[src/rtl/stream_rr_arbiter.sv]
// stream_rr_arbiter: packet-locked round-robin arbiter sharing one AXI-Stream output through a 2-entry store
module stream_rr_arbiter #(
  parameter int DWIDTH = 32,
  parameter int NUM_SRC = 4,
  localparam int IDW = NUM_SRC > 1 ? $clog2(NUM_SRC) : 1
) (
  input  logic                      clk,
  input  logic                      rst_n,
  input  logic [NUM_SRC*DWIDTH-1:0] s_axis_tdata,
  input  logic [NUM_SRC-1:0]        s_axis_tlast,
  input  logic [NUM_SRC-1:0]        s_axis_tvalid,
  output logic [NUM_SRC-1:0]        s_axis_tready,
  output logic [DWIDTH-1:0]         m_axis_tdata,
  output logic                      m_axis_tlast,
  output logic [IDW-1:0]            m_axis_tid,
  output logic                      m_axis_tvalid,
  input  logic                      m_axis_tready,
  output logic                      busy,
  output logic [IDW-1:0]            grant_idx
);
  localparam int EW = IDW + 1 + DWIDTH;
  typedef enum logic {IDLE, LOCKED} state_e;
  state_e state_q, state_d;
  logic [IDW-1:0] rr_ptr_q, rr_ptr_d, grant_q, grant_d, pick, cand;
  logic found, acc, rd, last_in;
  logic [1:0] wr_q, wr_d, rd_q, rd_d, count;
  logic [EW-1:0] mem_q [2];
  logic [EW-1:0] mem_d [2];
  function automatic logic [IDW-1:0] wrap(input logic [IDW:0] v);
    return v >= (IDW+1)'(NUM_SRC) ? IDW'(v - (IDW+1)'(NUM_SRC)) : v[IDW-1:0];
  endfunction
  always_comb begin
    pick = rr_ptr_q;
    found = 1'b0;
    cand = '0;
    for (int i = NUM_SRC - 1; i >= 0; i--) begin
      cand = wrap({1'b0, rr_ptr_q} + (IDW+1)'(i));
      if (s_axis_tvalid[cand]) begin
        pick = cand;
        found = 1'b1;
      end
    end
  end
  assign count = wr_q - rd_q;
  assign s_axis_tready = (state_q == LOCKED && count != 2'd2) ? NUM_SRC'(1) << grant_q : '0;
  assign acc = |(s_axis_tready & s_axis_tvalid);
  assign last_in = s_axis_tlast[grant_q];
  assign m_axis_tvalid = count != 2'd0;
  assign rd = m_axis_tvalid & m_axis_tready;
  assign {m_axis_tid, m_axis_tlast, m_axis_tdata} = mem_q[rd_q[0]];
  assign busy = state_q == LOCKED;
  assign grant_idx = grant_q;
  always_comb begin
    state_d = state_q == IDLE ? (found ? LOCKED : IDLE) : (acc && last_in ? IDLE : LOCKED);
    grant_d = state_q == IDLE && found ? pick : grant_q;
    rr_ptr_d = acc && last_in ? (grant_q == IDW'(NUM_SRC - 1) ? '0 : grant_q + 1'b1) : rr_ptr_q;
    wr_d = wr_q + {1'b0, acc};
    rd_d = rd_q + {1'b0, rd};
    mem_d = mem_q;
    if (acc) mem_d[wr_q[0]] = {grant_q, last_in, s_axis_tdata[grant_q*DWIDTH +: DWIDTH]};
  end
  always_ff @(posedge clk or negedge rst_n)
    if (!rst_n) begin
      state_q <= IDLE;
      rr_ptr_q <= '0;
      grant_q <= '0;
      wr_q <= '0;
      rd_q <= '0;
      mem_q <= '{default: '0};
    end else begin
      state_q <= state_d;
      rr_ptr_q <= rr_ptr_d;
      grant_q <= grant_d;
      wr_q <= wr_d;
      rd_q <= rd_d;
      mem_q <= mem_d;
    end
endmodule
[config.mk]
export PLATFORM = sky130hd
export DESIGN_NAME = stream_rr_arbiter
export DESIGN_NICKNAME = d
export VERILOG_FILES = /design/src/rtl/stream_rr_arbiter.sv
export SDC_FILE = /design/constraint.sdc
export NUM_CORES = 1
export LEC_CHECK = 0
export ABC_AREA = 1
export BUFFER_PORTS_ARGS = -buffer_cell sky130_fd_sc_hd__buf_2
export CAP_MARGIN = 40
export CORE_UTILIZATION = 25
export CTS_CLUSTER_SIZE = 16
export DETAILED_ROUTE_END_ITERATION = 7
export SETUP_SLACK_MARGIN = 0.05
export SYNTH_ARGS = -nofsm -noshare
export SYNTH_HDL_FRONTEND = slang
export SYNTH_SLANG_ARGS = --single-unit
[constraint.sdc]
create_clock -name clk -period 5.3 [get_ports clk]
set_input_delay 1.06 -clock clk [delete_from_list [all_inputs] [get_ports clk]]
set_output_delay 1.06 -clock clk [all_outputs]
set_load 0.05 [all_outputs]
==> results.py, run 1 <==
metrics = {
    "status": {
        "outcome": "finished, final reports clean",
    },
    "worst_setup_path": {
        "cp.arrival_ps": 2550,
        "reg2reg_depth": 13,
        "cp_max_fo": 40,
        "r2r_slack_ps": 2240,
        "end_kind": "output pin",
        "cp_data_required_time_ps": 4240,
        "cp-start-kind": "flip-flop",
        "r2r_end": "mem_q[44]",
        "r2r_start": "rd_q[0]",
        "critPathKind": "flip-flop to output pin",
    },
    "power": {
        "power-per-cell-area_mw_per_mm2": 744,
        "power_leakage_uw": 0.00327,
        "ir_worst_vdd_uv": 231,
    },
    "die": {
        "die_w_um": 140,
        "start_util_pct": 25.9,
        "rows": 49,
        "io_pins": 182,
        "dieArea_mm2": 0.0195,
        "die_y_um": 140,
        "core_mm2": 0.0183,
    },
    "finish": {
        "area_growth_pct": 28.7,
        "layout.nets": 954,
        "drive_gt1_share_pct": 28.4,
        "diodes": 0,
    },
    "synth": {
        "seq_area_frac_synth_pct": 41.8,
        "synth.distinct_cells": 26,
        "yosysWarnings": 0,
        "synthesis.nets": 800,
        "syn_area_per_cell_um2": 7.23,
        "synth-seq-cells": 79,
        "synth-edff-count": 0,
        "syn_area_mm2": 0.00473,
        "async_reset_ff_share_pct": 100,
        "synth_top_area_share_pct": 41.8,
        "syn_inst": 654,
        "yosysTopAreaCell": "dfrtp_1",
        "yosys-top-cells-area": "dfrtp_1 (42%), nand2_1 (25%), a32o_1 (6.8%)",
        "ys.flop_type": "dfrtp_1",
    },
    "sta": {
        "worst_pin_slew_ps": 752,
        "skew_ps": 5.53,
        "setup_viol": 0,
        "finalSetupTns_ps": 0,
        "post-route-period-util_pct": 68.2,
        "maxSlewHeadroom_pct": 49.8,
        "layout_min_cycle_time_ps": 3610,
        "whs_ps": 481,
        "slew_violations": 0,
        "fmax_mhz": 277,
        "rsz0062_at_grt": "no",
        "hold_viol_final": 0,
    },
    "route": {
        "postRouteAntennaNets": 0,
        "drt_wl_total_mm": 14.2,
        "wl_per_cell_um": 13.6,
        "drt-initial-drc-count": 325,
        "drc": 0,
        "avgViaCountPerCell": 4.49,
        "firstDrtPassIters": 5,
        "vias": 4679,
    },
    "worst_hold_path": {
        "hold_depth": 2,
        "hp-class": "flip-flop to flip-flop",
        "holdCritStartpoint": "mem_q[32]",
        "min_to": "mem_q[32]",
    },
    "global_route": {
        "grt_usage_pct": 14.9,
        "grt_max_degree": 73,
        "grt_pass1_wl_mm": 23.0,
        "grt_pass1_vias": 4378,
        "gr-total-overflow": 0,
        "antenna_found_initial": 0,
    },
    "clocking": {
        "cts_resized": 0,
        "root_buffer": "clkbuf_16",
        "post_cts_buffers": 0,
        "clk_path_buf_depth": 2,
        "cts_max_level": 3,
        "cts_sinks": 79,
        "insertion_delay_ps": 330,
        "hold_buffers": 0,
        "cts_tree": "yes",
        "clkTransAtPathRegs_ps": 60,
        "cts-buffers-inserted": 9,
    },
    "run": {
        "drv_cap": 0,
    },
    "placement": {
        "gp_congestion": 0.725,
        "port_buffers": 181,
        "hpwl_mm": 10.4,
    },
}
metal layers:
layer / track usage, % / vias up / wire length, µm
met1: 20.0 / 2095 / 6520
li1: - / 2443 / -
met3: 3.54 / 2 / 843
met2: 24.5 / 139 / 6780
met5: 0 / - / 0
met4: 2.95 / 0 / 42
synthesized netlist by cell type, types with 2 or more instances:
cell type and count:
buf_1 2, nand2_2 9, nand2_1 314, a21oi_1 32
clkbuf_1 22, inv_2 6, o21ai_0 18, ha_1 7
o21ai_1 56, nor2_1 6, a32o_1 32, nand4_1 5
nand2_4 7, dfrtp_1 79, nand3_1 10, xor2_1 2
buf_2 11, buf_4 6, inv_1 21, buf_6 3
through the flow:
| step | area, µm² | cells | power, µW | setup WS [ps] | util [%] |
|---|---|---|---|---|---|
| final | 6080 | 1042 | 4520 | 1690 | 33.3 |
| after global routing | 6080 | 1042 | 4940 | 1410 | 33.3 |
| after CTS | 6080 | 1042 | 4620 | 1620 | 33.3 |
| after detailed placement | 5790 | 1026 | 3980 | 1980 | 31.7 |
| after global placement | 5730 | 1023 | 3910 | 2010 | 31.3 |
| after floorplan | 4730 | 654 | 3300 | 2320 | - |
power breakdown:
group / switching, µW / leakage (µW) / total (µW) / internal (µW)
clock: 233 / 0.000146 / 608 / 375
sequential: 223 / 0.000981 / 1120 / 900
combinational: 1990 / 0.00214 / 2790 / 800
registers in the layout, indices dropped and copies added, names as in the netlist:
| register | flops |
|---|---|
| rd_q | 2 |
| busy | 1 |
| wr_q | 2 |
| rr_ptr_q | 2 |
| mem_q | 70 |
| grant_idx | 2 |
worst max path at each step:
stage | startpoint | slack [ps] | to
2_1_floorplan | grant_idx[0] | 2320 | s_axis_tready[2]
3_3_place_gp | rd_q[0] | 2010 | mem_q[29]
3_5_place_dp | rd_q[0] | 1980 | s_axis_tready[1]
4_1_cts | rd_q[0] | 1620 | s_axis_tready[1]
5_1_grt | rd_q[0] | 1410 | s_axis_tready[0]
6_report | rd_q[0] | 1690 | s_axis_tready[3]
worst max-delay path, cell delays in order, from the launching register on:
cell and delay, ps:
dfrtp_2 860, inv_2 480, nand2_1 170, nand2_1 100, nand2_2 120, nand2_1 110, nor2_1 110, buf_2 270
area by class of cell:
class / count / area [µm²]
inverters: 29 / 110
fillers: 1972 / 12200
multi-input cells: 502 / 2420
clock buffers: 12 / 246
repair buffers: 187 / 998
flip-flops and latches: 79 / 1980
well taps: 229 / 287
clock inverters: 4 / 45.0
cells in the final DEF, fill, tap and decap left out, drive strengths merged:
cell,n
a21boi,1
a21oi,33
a32o,32
buf,187
bufinv,1
clkbuf,12
clkinv,4
dfrtp,79
ha,7
inv,28
nand2,330
nand3,11
nand4,5
nor2,7
o21ai,74
xor2,2
cell families (layout without fill, tap and decap cells):
group           Yosys count  in the layout  share of synthesized area, %
simple gates            353            353                          30.4
compound gates          140            140                          18.5
flops                    79             79                          41.8
buf+inv                  73            232                          7.06
fa+ha+maj                 7              7                          1.85
xor+xnor                  2              2                         0.370
No activity file was read; power rests on OpenSTA's default activity.
==> inputs of run 2 (changes only) <==
==> constraint.sdc (replaced) <==
create_clock -name clk -period 3.8 [get_ports clk]
set_input_delay 0.76 -clock clk [delete_from_list [all_inputs] [get_ports clk]]
set_output_delay 0.76 -clock clk [all_outputs]
set_load 0.05 [all_outputs]
==> results.py, run 2 (same netlist as run 1, synthesis figures left out) <==
metrics = {
    "status": {
        "outcome": "finished, final reports clean",
    },
    "clocking": {
        "insertion_delay_ps": 340,
        "cts-buffers-inserted": 9,
        "clk_path_buf_depth": 2,
        "cts_sinks": 79,
        "cts_max_level": 3,
        "cts_resized": 0,
        "post_cts_buffers": 0,
        "clkTransAtPathRegs_ps": 60,
        "cts_tree": "yes",
        "hold_buffers": 0,
        "root_buffer": "clkbuf_16",
    },
    "finish": {
        "largest_reg_flops": 70,
        "mostFrequentLayoutCells": "nand2_1 (314), buf_2 (180), dfrtp_1 (77), o21ai_1 (56)",
        "area_growth_pct": 27.8,
        "final_common_cell": "nand2_1",
        "layout.nets": 956,
        "regMostFlops": "mem_q",
        "drive_gt1_share_pct": 28.4,
    },
    "route": {
        "wl_per_cell_um": 12.9,
        "drt-initial-drc-count": 217,
        "firstDrtPassIters": 4,
        "postRouteAntennaNets": 0,
        "vias": 4712,
        "drt_wl_total_mm": 13.5,
        "avgViaCountPerCell": 4.52,
        "drc": 0,
    },
    "worst_setup_path": {
        "r2r_end": "mem_q[4]",
        "end_kind": "flip-flop",
        "cp_data_required_time_ps": 4060,
        "cp_max_fo": 36,
        "r2r_start": "grant_idx[0]",
        "cp.arrival_ps": 3140,
        "r2r_slack_ps": 920,
        "cp-start-kind": "flip-flop",
        "critPathKind": "flip-flop to flip-flop",
        "reg2reg_depth": 11,
    },
    "die": {
        "die_y_um": 140,
        "die_w_um": 140,
        "io_pins": 182,
        "dieArea_mm2": 0.0195,
        "rows": 49,
        "core_mm2": 0.0183,
        "start_util_pct": 25.9,
    },
    "placement": {
        "hpwl_mm": 9.56,
        "port_buffers": 181,
        "gp_congestion": 0.732,
        "dp_slack_ps": 889,
    },
    "worst_hold_path": {
        "holdCritStartpoint": "mem_q[65]",
        "min_to": "mem_q[65]",
        "hp-class": "flip-flop to flip-flop",
        "hold_depth": 2,
    },
    "sta": {
        "post-route-period-util_pct": 75.7,
        "maxSlewHeadroom_pct": 45.1,
        "fmax_mhz": 348,
        "setup_viol": 0,
        "finalSetupTns_ps": 0,
        "slew_violations": 0,
        "layout_min_cycle_time_ps": 2880,
        "whs_ps": 483,
        "skew_ps": 6.05,
        "hold_viol_final": 0,
        "worst_pin_slew_ps": 824,
        "rsz0062_at_grt": "no",
        "setup_slack_ps": 924,
    },
    "global_route": {
        "grt_pass1_vias": 4390,
        "grt_pass1_wl_mm": 22.1,
        "grt_usage_pct": 14.4,
        "gr-total-overflow": 0,
        "grt_max_degree": 64,
        "antenna_found_initial": 3,
    },
    "power": {
        "power_leakage_uw": 0.00325,
        "power-per-cell-area_mw_per_mm2": 1020,
        "ir_worst_vdd_uv": 345,
    },
    "run": {
        "drv_cap": 0,
    },
}
run 2: cell count changes in the layout (fill, tap and decap cells not counted):
cell,previous run,this run
buf_4,4,7
buf_16,1,0
bufinv_16,1,0
clkbuf_1,2,1
clkinv_2,4,3
diode_2,0,1
run 2: through the flow:
stage / instances / util (%) / total power [µW] / instance area, µm²
after floorplan: 654 / - / 4600 / 4730
after global placement: 1028 / 31.7 / 5440 / 5790
after detailed placement: 1028 / 31.7 / 5490 / 5790
after CTS: 1041 / 33.1 / 6290 / 6040
after global routing: 1042 / 33.1 / 6770 / 6040
final: 1042 / 33.1 / 6190 / 6040
run 2: area by class of cell:
type	instances	area [µm²]
Antenna cell	1	2.50
Inverter	29	110
Clock buffer	11	243
Sequential cell	79	1980
Fill cell	1965	12200
Timing Repair Buffer	189	993
Clock inverter	2	10.0
Multi-Input combinational cell	502	2420
Tap cell	229	287
run 2: worst max-delay path by stage:
| stage | startpoint | to | depth (start not counted) |
|---|---|---|---|
| global route | grant_idx[0] | mem_q[18] | 11 |
| floorplan | grant_idx[0] | s_axis_tready[2] | 6 |
| CTS | grant_idx[0] | mem_q[15] | 11 |
| global placement | grant_idx[0] | mem_q[13] | 10 |
| finish | grant_idx[0] | mem_q[4] | 11 |
| detailed placement | grant_idx[0] | mem_q[15] | 11 |
run 2: power by group:
group	internal [µW]	switching, µW
sequential	1260	326
clock	447	325
combinational	1120	2710
run 2: per-layer routing:
metal	up-vias	share of wire, %	routed length [µm]	global-route usage (%)
met5	-	0.096	13	0
met2	156	45	6010	22.9
li1	2450	-	-	-
met3	13	6.6	888	3.75
met1	2091	47	6380	18.8
met4	2	1.4	184	5.03
run 2: critical path: stages (launching register included):
cell	delay (ps)
dfrtp_2	770
clkinv_2	360
ha_1	310
nand4_1	90
nand2_1	60
inv_1	60
nand2_2	80
ha_1	220
inv_2	410
buf_12	260
nand2_1	60
o21ai_1	80
